==> src/rtl/timer_scheduler.sv <==
// One-shot timer scheduler: arms deadlines against a free-running microsecond count and
// streams expiry events through a valid/ready slot with round-robin arbitration.
module timer_scheduler #(
  parameter int unsigned P_NUM_TIMERS    = 4,
  parameter int unsigned P_COUNTER_WIDTH = 32
) (
  input  logic                            I_INPUT_CLK,
  input  logic                            I_NRESET,
  input  logic [P_COUNTER_WIDTH-1:0]      I_MICROSEC_COUNT,
  input  logic                            I_ARM_VALID,
  input  logic [$clog2(P_NUM_TIMERS)-1:0] I_ARM_ID,
  input  logic [P_COUNTER_WIDTH-1:0]      I_ARM_DELAY,
  output logic                            O_ARM_READY,
  output logic                            O_ARM_ERR,
  input  logic                            I_CANCEL_VALID,
  input  logic [$clog2(P_NUM_TIMERS)-1:0] I_CANCEL_ID,
  output logic                            O_EXP_VALID,
  output logic [$clog2(P_NUM_TIMERS)-1:0] O_EXP_ID,
  input  logic                            I_EXP_READY,
  output logic [P_NUM_TIMERS-1:0]         O_ACTIVE
);

  localparam int unsigned N   = P_NUM_TIMERS;
  localparam int unsigned W   = P_COUNTER_WIDTH;
  localparam int unsigned IdW = $clog2(P_NUM_TIMERS);
  localparam logic [W-1:0] HalfRange = {1'b1, {(W-1){1'b0}}};

  typedef enum logic [0:0] {StIdle, StLoad} arm_state_e;

  arm_state_e     arm_state_q, arm_state_d;
  logic           arm_ready_q, arm_ready_d;
  logic           arm_err_q, arm_err_d;
  logic [IdW-1:0] hold_id_q, hold_id_d;
  logic [W-1:0]   hold_delay_q, hold_delay_d;
  logic [W-1:0]   hold_count_q, hold_count_d;
  logic [W-1:0]   deadline_q [N];
  logic [W-1:0]   deadline_d [N];
  logic [N-1:0]   active_q, active_d;
  logic [N-1:0]   pending_q, pending_d;
  logic           exp_valid_q, exp_valid_d;
  logic [IdW-1:0] exp_id_q, exp_id_d;
  logic [IdW-1:0] rr_ptr_q, rr_ptr_d;

  logic           load_ok, handshake, slot_free, cancel_hit, grant_found;
  logic [IdW-1:0] grant_id;
  logic [N-1:0]   expired, hs_mask, cancel_mask, load_mask, cand;

  always_comb begin
    arm_state_d  = arm_state_q;
    hold_id_d    = hold_id_q;
    hold_delay_d = hold_delay_q;
    hold_count_d = hold_count_q;
    arm_err_d    = 1'b0;
    load_ok      = 1'b0;
    case (arm_state_q)
      StIdle: begin
        if (I_ARM_VALID && arm_ready_q) begin
          arm_state_d  = StLoad;
          hold_id_d    = I_ARM_ID;
          hold_delay_d = I_ARM_DELAY;
          hold_count_d = I_MICROSEC_COUNT;
        end
      end
      StLoad: begin
        arm_state_d = StIdle;
        // Delays of half the counter range or more would alias as already-expired.
        if (hold_delay_q[W-1]) arm_err_d = 1'b1;
        else                   load_ok   = 1'b1;
      end
      default: arm_state_d = StIdle;
    endcase
    arm_ready_d = (arm_state_d == StIdle);
  end

  always_comb begin
    handshake = exp_valid_q & I_EXP_READY;
    for (int unsigned i = 0; i < N; i++) begin
      // Wrap-safe: due once (count - deadline) is non-negative as a signed value.
      expired[i]     = active_q[i] && ((I_MICROSEC_COUNT - deadline_q[i]) < HalfRange);
      hs_mask[i]     = handshake && (exp_id_q == IdW'(i));
      cancel_mask[i] = I_CANCEL_VALID && (I_CANCEL_ID == IdW'(i));
      load_mask[i]   = load_ok && (hold_id_q == IdW'(i));
    end
  end

  // Priority per timer: load > cancel > expiry > handshake clear.
  always_comb begin
    for (int unsigned i = 0; i < N; i++) begin
      deadline_d[i] = deadline_q[i];
      active_d[i]   = active_q[i];
      pending_d[i]  = pending_q[i] & ~hs_mask[i];
      if (expired[i]) begin
        active_d[i]  = 1'b0;
        pending_d[i] = 1'b1;
      end
      if (cancel_mask[i]) begin
        active_d[i]  = 1'b0;
        pending_d[i] = 1'b0;
      end
      if (load_mask[i]) begin
        deadline_d[i] = hold_count_q + hold_delay_q;
        active_d[i]   = 1'b1;
        pending_d[i]  = 1'b0;
      end
    end
  end

  always_comb begin
    slot_free   = ~exp_valid_q | handshake;
    cancel_hit  = I_CANCEL_VALID && exp_valid_q && (I_CANCEL_ID == exp_id_q);
    cand        = pending_q & ~hs_mask & ~cancel_mask & ~load_mask;
    grant_found = 1'b0;
    grant_id    = '0;
    // Round-robin: ids at or above the pointer first, then the wrapped-around ones.
    for (int unsigned i = 0; i < N; i++) begin
      if (!grant_found && cand[i] && (IdW'(i) >= rr_ptr_q)) begin
        grant_found = 1'b1;
        grant_id    = IdW'(i);
      end
    end
    for (int unsigned i = 0; i < N; i++) begin
      if (!grant_found && cand[i] && (IdW'(i) < rr_ptr_q)) begin
        grant_found = 1'b1;
        grant_id    = IdW'(i);
      end
    end
    exp_valid_d = exp_valid_q;
    exp_id_d    = exp_id_q;
    rr_ptr_d    = rr_ptr_q;
    if (slot_free) begin
      exp_valid_d = grant_found;
      if (grant_found) begin
        exp_id_d = grant_id;
        rr_ptr_d = (grant_id == IdW'(N - 1)) ? '0 : grant_id + 1'b1;
      end
    end else if (cancel_hit) begin
      exp_valid_d = 1'b0;
    end
  end

  always_ff @(posedge I_INPUT_CLK or negedge I_NRESET) begin
    if (!I_NRESET) begin
      arm_state_q  <= StIdle;
      arm_ready_q  <= 1'b0;
      arm_err_q    <= 1'b0;
      hold_id_q    <= '0;
      hold_delay_q <= '0;
      hold_count_q <= '0;
      for (int unsigned i = 0; i < N; i++) deadline_q[i] <= '0;
      active_q     <= '0;
      pending_q    <= '0;
      exp_valid_q  <= 1'b0;
      exp_id_q     <= '0;
      rr_ptr_q     <= '0;
    end else begin
      arm_state_q  <= arm_state_d;
      arm_ready_q  <= arm_ready_d;
      arm_err_q    <= arm_err_d;
      hold_id_q    <= hold_id_d;
      hold_delay_q <= hold_delay_d;
      hold_count_q <= hold_count_d;
      for (int unsigned i = 0; i < N; i++) deadline_q[i] <= deadline_d[i];
      active_q     <= active_d;
      pending_q    <= pending_d;
      exp_valid_q  <= exp_valid_d;
      exp_id_q     <= exp_id_d;
      rr_ptr_q     <= rr_ptr_d;
    end
  end

  assign O_ARM_READY = arm_ready_q;
  assign O_ARM_ERR   = arm_err_q;
  assign O_EXP_VALID = exp_valid_q;
  assign O_EXP_ID    = exp_id_q;
  assign O_ACTIVE    = active_q;

endmodule
==> config.mk <==
export PLATFORM = sky130hd
export DESIGN_NAME = timer_scheduler
export DESIGN_NICKNAME = d
export VERILOG_FILES = /design/src/rtl/timer_scheduler.sv
export SDC_FILE = /design/constraint.sdc
export NUM_CORES = 1
export LEC_CHECK = 0
export ABC_CLOCK_PERIOD_IN_PS = 4400
export CAP_MARGIN = 30
export CORE_ASPECT_RATIO = 0.7
export CORE_MARGIN = 8
export CORE_UTILIZATION = 45
export DETAILED_ROUTE_END_ITERATION = 16
export SLEW_MARGIN = 5
export SYNTH_ARGS = -nofsm -noshare
export SYNTH_HDL_FRONTEND = slang
export SYNTH_SLANG_ARGS = --single-unit
==> constraint.sdc <==
create_clock -name I_INPUT_CLK -period 4.4 [get_ports I_INPUT_CLK]
set_input_delay 1.32 -clock I_INPUT_CLK [delete_from_list [all_inputs] [get_ports I_INPUT_CLK]]
set_output_delay 1.32 -clock I_INPUT_CLK [all_outputs]
set_load 0.02 [all_outputs]
==> results.toml <==
[run_status]
status = "complete, no violations"

[place]
place.gp.congestion = 0.877
port_buffers = 81
place_inst = 1861
dp_hpwl_mm = 25.2
dp_slack_ns = 0.287

[sta]
fin_crit_ns = 3.59
max-slew-margin-rel_pct = 39.2
fmax_ghz = 0.278
drv_slew = 0
skew_ns = 0.00968
hold_viol = 0
fin_setup_tns_ns = 0
fin_ws_ns = 0.807
period_share_pct = 81.7
rsz0062_at_grt = "no"
setup_viol = 0
worstMarginPinSlew_ns = 0.900
hold_slack_ns = 0.478

[global_routing]
grt_pass1_wl_mm = 54.9
grt_usage_pct = 20.1
grt_max_degree = 84
antenna_found_initial = 0
grt_overflow_total = 0
first_global_vias = 9936

[worst_setup_path]
end_kind = "flip-flop"
max_stage_delay_ns = 0.54
worstSetupStartpointType = "primary input"
arrival_ns = 4.00
path_class = "in2reg"
slowest_stage = "clkdlybuf4s50_1"
crit_required_ns = 4.81
path_max_fanout = 5
cp_cell_sequence = "clkdlybuf4s50_1, ha_1, a21o_1, a211o_1, a41oi_1, o311ai_0, a211oi_1, xnor2_1, a31o_2"

[route]
drt_first_pass_iters = 6
num_vias = 10115
drt_wl_total_mm = 33.7
ant_nets = 0
route.detailed.drc = 0
avgViaCountPerCell = 5.32
avgRoutedWirePerCell_um = 17.7
drt-initial-drc-count = 789

[synthesis]
ys.warnings.count = 0
synthesis.nets = 1677
synth-main-ff-cell = "dfrtp_1"
synthDistinctLibCells = 78
synth_async_sr_flop_share_pct = 100
avgSynthCellArea_sq_um = 8.71
synth-seq-cells = 210
synth_cells = 1452
syn_area_sq_um = 12600
yosysSeqAreaShare_pct = 41.6
synth_edf_count = 0

[clock_tree]
cts.path.max_buffers = 3
clock_latency_ns = 0.52
h-tree-depth = 1
cts_resized = 0
cts_inserted_buffers = 23
ctsHoldBuffers = 0
cts_sinks = 210
cts_tree = "yes"
clk_pin_slew_ns = 0.06
cts_setup_buffers = 0
root_buffer = "clkbuf_16"

[floorplan]
rows = 51
start_util_pct = 45.7
fp.coreArea_sq_um = 27700
io_pins = 82
fp.dieH_um = 156
die-area_sq_um = 33800
die_x_um = 216

[final_layout]
diodes = 0
area_delta_synth_final_pct = 16.0
utilization_pct = 53.0
drive_gt1_share_pct = 5.29
stdcell_count = 1901
nNetsFinal = 1740

[hold_path]
min_path_type = "reg2reg"

[power_and_ir_drop]
power_frac_seq_pct = 33.9
p_int_w = 0.00555
ir_drop_uv = 288
switching_share_pct = 39.2
clockPowerShare_pct = 23.5
pwr-share-comb_pct = 42.5
p_per_area_nw_per_um2 = 622
netSwitchingPower_w = 0.00358
p_leak_nw = 7.15

[flow_run]
max_cap_viol_count = 0
[registers in the layout, indices dropped and copies added, names as in the netlist]
| signal | cells |
|---|---|
| deadline_q | 128 |
| O_ACTIVE | 4 |
| O_ARM_READY | 1 |
| hold_count_q | 32 |
| O_ARM_ERR | 1 |
| O_EXP_ID | 2 |
| O_EXP_VALID | 1 |
| hold_id_q | 2 |
| hold_delay_q | 32 |
| arm_state_q | 1 |
| pending_q | 4 |
| rr_ptr_q | 2 |
[final cells by class]
| type | instances | area (sq um) |
|---|---|---|
| Tap cell | 371 | 464 |
| Timing Repair Buffer | 93 | 931 |
| Sequential cell | 210 | 5260 |
| Clock buffer | 30 | 662 |
| Inverter | 128 | 480 |
| Multi-Input combinational cell | 1059 | 6700 |
| Clock inverter | 10 | 178 |
| Fill cell | 2648 | 13000 |
[cell families (layout without fill, tap and decap cells)]
| kind of cell | count (synthesis) | after routing | synth area share [%] |
|---|---|---|---|
| adders and majority gates | 152 | 152 | 15.1 |
| buffers and inverters | 183 | 261 | 5.53 |
| xor gates and xnor gates | 38 | 38 | 2.69 |
| AOI/OAI and AO/OA | 351 | 351 | 17.0 |
| and+or+nand+nor | 515 | 515 | 17.9 |
| muxes | 3 | 3 | 0.277 |
| DFF | 210 | 210 | 41.6 |
[Yosys cell counts (3+ instances only)]
library cell	number	area (sq um)
a41oi_1	3	26.3
clkbuf_1	44	165
a31o_2	6	52.6
dfrtp_1	210	5260
nand3b_1	5	37.5
o21ai_1	11	55.1
nand2_1	363	1360
or3_1	4	25.0
a311oi_1	4	35.0
a31oi_1	6	37.5
a211o_1	6	52.6
nand3_1	17	85.1
and2_1	5	31.3
ha_1	151	1890
a21boi_0	5	37.5
xnor2_1	22	193
a21oi_1	59	295
nor2_1	37	139
a21o_1	34	255
nor2b_1	13	81.3
o211ai_1	11	82.6
nand4_1	31	194
nand2b_1	8	50.1
o21a_1	7	52.6
o21ai_0	161	806
buf_1	5	18.8
nand4b_1	3	26.3
inv_1	127	477
xor2_1	15	131
a211oi_1	9	67.6
buf_2	4	20.0
nor3_1	9	45.0
[critical path, delay by kind of cell]
family / cells / cell delay (ns)
fa+ha+maj: 1 / 0.37
xor+xnor: 1 / 0.17
buf+inv: 1 / 0.54
compound gates: 6 / 1.60
[path summary, 6_finish.rpt]
check | from | endpoint | slack, ns | depth (start not counted)
max | I_MICROSEC_COUNT[4] | O_ACTIVE[3] | 0.81 | 9
min | hold_count_q[9] | hold_count_q[9] | 0.48 | 2
max reg2reg | hold_delay_q[0] | deadline_q[16] | 1.10 | 10
min reg2reg | hold_count_q[9] | hold_count_q[9] | 0.48 | 2
max in group asynchronous | I_NRESET | hold_count_q[24] | 2.74 | 2
min in group asynchronous | I_NRESET | deadline_q[70] | 0.81 | 1
[cells in the final DEF (no fill, tap or decap), drive strengths merged, types with 5 or more instances in the layout]
cell type / count
dfrtp: 210
nor2b: 13
a21oi: 60
nand3: 17
inv: 128
o21ai: 172
and2: 6
o211ai: 11
nor3: 9
clkdlybuf4s50: 80
a211oi: 10
nand2: 363
clkbuf: 30
a21o: 35
buf: 13
a31oi: 7
a31o: 6
xor2: 16
nand2b: 8
nor2: 37
bufinv: 5
xnor2: 22
o21a: 7
nand4: 32
nand3b: 5
ha: 151
a21boi: 5
a211o: 6
[per-layer routing]
layer	part of all wire [%]	vias up	global-route usage, %
li1	-	5087	-
met3	5.6	39	3.82
met1	53	4760	31.4
met5	0	-	0
met4	1.5	0	3.57
met2	40	229	28.5
[power by group through the flow]
| stage | Combinational, W | Sequential, W | Clock (W) |
|---|---|---|---|
| 2_1_floorplan | 0.00273 | 0.00302 | 0 |
| 3_3_place_gp | 0.00380 | 0.00310 | 0 |
| 3_5_place_dp | 0.00388 | 0.00312 | 0 |
| 4_1_cts | 0.00390 | 0.00310 | 0.00220 |
| 5_1_grt | 0.00446 | 0.00320 | 0.00228 |
| 6_report | 0.00388 | 0.00310 | 0.00215 |
[metrics by stage]
stage	power [W]	instance area, sq um
2_1_floorplan	0.00575	12600
3_3_place_gp	0.00691	13800
3_5_place_dp	0.00700	13800
4_1_cts	0.00920	14700
5_1_grt	0.00994	14700
6_report	0.00913	14700
Note: power is estimated with default switching activity, not from simulation.
